`config.mk`:
```
export PLATFORM = sky130hd
export DESIGN_NAME = alu_arbiter
export DESIGN_NICKNAME = d
export VERILOG_FILES = /design/src/rtl/alu_arbiter.sv
export SDC_FILE = /design/constraint.sdc
export NUM_CORES = 1
export LEC_CHECK = 0
export CAP_MARGIN = 10
export CELL_PAD_IN_SITES_DETAIL_PLACEMENT = 0
export CELL_PAD_IN_SITES_GLOBAL_PLACEMENT = 1
export CORE_MARGIN = 3
export CORE_UTILIZATION = 31
export CTS_CLUSTER_SIZE = 8
export DETAILED_ROUTE_END_ITERATION = 12
export GPL_TIMING_DRIVEN = 0
export PLACE_DENSITY = 0.88
export SYNTH_ARGS = -nofsm -noshare
export SYNTH_HDL_FRONTEND = slang
export SYNTH_SLANG_ARGS = --single-unit
```
`constraint.sdc`:
```
create_clock -name clock -period 2.3 [get_ports clock]
set_input_delay 0.345 -clock clock [delete_from_list [all_inputs] [get_ports clock]]
set_output_delay 0.345 -clock clock [all_outputs]
set_load 0.1 [all_outputs]
```
`src/rtl/alu_arbiter.sv`:
```
`timescale 1ns/1ps
// Round-robin arbiter sharing one multi-cycle ALU between two requesters.
// Each accepted operation is issued for ALU_LAT cycles and answered on a valid/ready port.
module alu_arbiter #(
  parameter int ALU_LAT = 1
) (
  input  logic        clock,
  input  logic        resetn,
  input  logic        req0_valid,
  output logic        req0_ready,
  input  logic [7:0]  req0_a,
  input  logic [7:0]  req0_b,
  input  logic [3:0]  req0_cmd,
  input  logic        req1_valid,
  output logic        req1_ready,
  input  logic [7:0]  req1_a,
  input  logic [7:0]  req1_b,
  input  logic [3:0]  req1_cmd,
  output logic [7:0]  alu_a,
  output logic [7:0]  alu_b,
  output logic [3:0]  alu_cmd,
  output logic        alu_en,
  input  logic [15:0] alu_out,
  output logic        rsp_valid,
  output logic        rsp_id,
  output logic        rsp_err,
  output logic [15:0] rsp_data,
  input  logic        rsp_ready
);

  localparam logic [3:0] CMD_DIV  = 4'b0101;
  localparam logic [1:0] CNT_LOAD = 2'(ALU_LAT - 1);

  typedef enum logic [1:0] {IDLE, ISSUE, RESP} state_t;

  state_t     state;
  logic       last_grant;
  logic [1:0] count;
  logic       grant_any;
  logic       grant_id;
  logic       accept;
  logic       div_zero;

  // On contention the requester that did not win the previous accept goes next.
  always_comb begin
    grant_any = req0_valid | req1_valid;
    if (req0_valid && req1_valid) grant_id = ~last_grant;
    else                          grant_id = req1_valid;
  end

  assign req0_ready = (state == IDLE) && grant_any && !grant_id;
  assign req1_ready = (state == IDLE) && grant_any && grant_id;
  assign accept     = (req0_valid && req0_ready) || (req1_valid && req1_ready);
  assign div_zero   = (alu_cmd == CMD_DIV) && (alu_b == 8'h00);

  // last_grant doubles as the index of the operation in flight, so rsp_id comes from it.
  always_ff @(posedge clock or negedge resetn) begin
    if (!resetn) begin
      state      <= IDLE;
      last_grant <= 1'b1;
      count      <= 2'd0;
      alu_a      <= 8'h00;
      alu_b      <= 8'h00;
      alu_cmd    <= 4'h0;
      alu_en     <= 1'b0;
      rsp_valid  <= 1'b0;
      rsp_id     <= 1'b0;
      rsp_err    <= 1'b0;
      rsp_data   <= 16'h0000;
    end else begin
      case (state)
        IDLE: begin
          if (accept) begin
            alu_a      <= grant_id ? req1_a   : req0_a;
            alu_b      <= grant_id ? req1_b   : req0_b;
            alu_cmd    <= grant_id ? req1_cmd : req0_cmd;
            last_grant <= grant_id;
            count      <= CNT_LOAD;
            alu_en     <= 1'b1;
            state      <= ISSUE;
          end
        end
        ISSUE: begin
          if (count == 2'd0) begin
            alu_en    <= 1'b0;
            rsp_valid <= 1'b1;
            rsp_id    <= last_grant;
            rsp_err   <= div_zero;
            rsp_data  <= div_zero ? 16'h0000 : alu_out;
            state     <= RESP;
          end else begin
            count <= count - 2'd1;
          end
        end
        RESP: begin
          if (rsp_ready) begin
            rsp_valid <= 1'b0;
            state     <= IDLE;
          end
        end
        default: state <= IDLE;
      endcase
    end
  end

endmodule

```
==> metrics.md <==
| Metric | Value |
|---|---|
| Slew HR | `32.8%` |
| Final worst setup slack | `0.0807 ns` |
| Post-synthesis async set-or-reset flop share | `100%` |
| CP Max Fanout | `3` |
| Main combinational cell family by area after synthesis | `compound AO/OA/AOI/OAI gates` |
| Simple-gate share of the synthesized area | `12.3%` |
| Worst Tran Pin Value | `1.00 ns` |
| Initial antenna violation count | `0` |
| Period utilization | `96.5%` |
| # rows | `28` |
| Syn nets | `241` |
| Seq/Total Area, Yosys | `57.2%` |
| Core area | `6030 um^2` |
| Unique masters post-synth | `32` |
| Clk pin slew, worst setup/hold paths | `0.09 ns` |
| CP Data Required Time | `1.96 ns` |
| Post-synthesis mux area share | `1.08%` |
| Die W | `85.7 um` |
| Pins Over Slew Limit | `0` |
| Largest delay share family, worst path | `buffers and inverters` |
| Arrival @ worst endpoint | `1.87 ns` |
| CTS buffer count | `5` |
| F_max | `0.451 GHz` |
| H-tree Lvls | `2` |
| Routed Antenna Nets | `0` |
| Placed cells | `357` |
| Nets | `351` |
| Routed vias | `1794` |
| Compound-cell area share of the yosys netlist | `24.2%` |
| Starting Density | `32.7%` |
| Post-DP HPWL | `4.34 mm` |
| Dpl ws | `-0.583 ns` |
| Slowest stage delay, CP | `1.18 ns` |
| Clock network latency to the later pin of the worst-skew pair | `0.29 ns` |
| CP Launch Type | `register` |
| Final antenna diode count | `0` |
| First-pass GRT wire length | `9.09 mm` |
| DRC viols | `0` |
| Top Ports | `103` |
| Chip Height | `85.7 um` |
| Max-Cap Viols | `0` |
| Vias in the first global route | `1793` |
| Final setup vio count | `0` |
| Number of synthesized register bits | `45` |
| WL/cell | `15.6 um` |
| 1st-iter DRT viols | `52` |
| Status | `finished, final reports clean` |
| Layout cell share with drive strength beyond 1 | `10.3%` |
| CP Capture Type | `primary output` |
| RSZ-0062 raised after global routing | `false` |
| RR Startpoint | `alu_cmd[1]$_DFFE_PN0P_` |
| Drt first pass iters | `4` |
| Buffers on Ports | `102` |
| Clock Path Buffers | `2` |
| Hold Fails Final Rpt | `0` |
| Clock skew | `0.00971 ns` |
| Final cell count without fillers | `365` |
| Remaining global-route overflow | `0` |
| Slowest CP cell | `clkdlybuf4s50_1` |
| WP buf/inv | `1` |
| CTS root buf | `clkbuf_8` |
| Post-Synth XOR/XNOR Area | `0%` |
| Total global-route track usage | `15.7%` |
| Syn Inst Count | `179` |
| Syn_area_per_cell | `11.0 um^2` |
| CP cell instances | `clkdlybuf4s50_1` |
| Post-synth top flop | `dfrtp_1` |
| Synthesis Warnings | `0` |
| Critical path class | `register to primary output` |
| Minimum clock period | `2.22 ns` |
| CTS Sinks | `45` |
| Area Growth Syn to Fin | `62.2%` |
| Vias per Instance | `4.92` |
| Final wirelength | `5.69 mm` |
| Die area | `7350 um^2` |
| Largest net degree at the start of global routing | `25` |
| Hold buffers post-CTS | `0` |
| EDFF count, synth | `0` |
| CTS tree | `built` |
| Worst setup startpoint | `alu_b[7]$_DFFE_PN0P_` |
| Synth Cell Area | `1970 um^2` |
| Hold Path Class | `input pin to asynchronous set/reset pin` |
| Post-Synth Adder-Cell Area | `0.635%` |
| GP Congestion | `0.722` |
[cells in the final DEF (no fill, tap or decap), types with 2 or more instances in the layout]
cell type / synthesis / layout
clkdlybuf4s50_1: 0 / 99
o21ai_1: 5 / 5
and3_1: 2 / 2
clkinv_2: 0 / 2
nand2_1: 38 / 38
dfrtp_1: 44 / 44
nor4b_1: 2 / 2
clkbuf_8: 0 / 5
buf_6: 2 / 3
a221o_1: 20 / 20
a21boi_0: 10 / 10
a21oi_1: 3 / 3
a21boi_1: 10 / 10
nor2_1: 2 / 2
inv_1: 3 / 3
o21ai_0: 11 / 11
buf_2: 9 / 11
[metrics by stage]
stage | hold WS [ns] | utilization, % | TNS [ns] | instance area, um^2
3_5_place_dp | 0.376 | 51.6 | -1.01 | 3110
2_1_floorplan | 0.0494 | - | 0 | 1970
3_3_place_gp | 0.461 | 51.2 | -16.48 | 3080
5_1_grt | 0.0563 | 53.0 | 0 | 3190
4_1_cts | 0.0495 | 52.9 | 0 | 3190
6_report | 0.0388 | 53.0 | 0 | 3190
[layer usage]
layer  vias to the layer above  track usage, %  part of all wire, %
met5                         -               0                    0
met2                        74            24.4                   46
met1                       851            21.5                   45
met3                         2            5.57                  7.7
li1                        867               -                    -
met4                         0            3.02                 0.37
[logic make-up after synthesis]
kind of cell             Yosys count
AO/OA/AOI/OAI                     63
AND/OR/NAND/NOR                   52
flip-flops                        45
buffers and inverters             16
multiplexers                       2
adder cells (fa/ha/maj)            1
[registers in the layout, summed over array words and instances, names as in the netlist]
signal and flops:
rsp_valid 1, alu_b 8, state 2, alu_a 8
rsp_err 1, count 2, alu_cmd 4, rsp_data 16
last_grant 1, alu_en 1, rsp_id 1
[final timing paths]
| path | slack, ns | end | cells past startpoint |
|---|---|---|---|
| worst min register to register | 0.49 | count[0]$_DFFE_PN0P_ | 1 |
| min in group clock | 0.49 | count[0]$_DFFE_PN0P_ | 1 |
| max in group asynchronous | 1.66 | last_grant$_DFFE_PN1P_ | 2 |
| worst min-delay path | 0.04 | rsp_data[8]$_DFFE_PN0P_ | 1 |
| worst max register to register | 0.69 | rsp_data[11]$_DFFE_PN0P_ | 5 |
| worst max-delay path | 0.08 | alu_b[7] | 1 |
[layout make-up]
cell class,count,area [um^2]
Multi-Input combinational cell,118,757
Fill cell,593,2830
Buffer,13,78.8
Clock buffer,5,68.8
Clock inverter,3,17.5
Sequential cell,45,1130
Inverter,3,11.3
Timing Repair Buffer,103,1040
Tap cell,75,93.8
[repair_timing]
action                                  4_1_cts  5_1_grt
setup buffers                                 0        0
gates cloned                                  0        0
resized for setup                            11        2
endpoints found under the setup margin        2        2
[cells in the mapped netlist (all sizes together) (2+ instances only)]
library cell / number / area (um^2)
a21boi: 20 / 150
a21oi: 3 / 15.0
a221o: 20 / 200
and3: 3 / 23.8
buf: 12 / 75.1
dfrtp: 44 / 1100
inv: 3 / 11.3
nand2: 38 / 143
nor2: 3 / 13.8
nor4b: 2 / 17.5
o21ai: 16 / 80.1
Power is left out: the tool's default activity adds up to more than one toggle a clock period on the data nets, which glitch-free logic cannot reach.
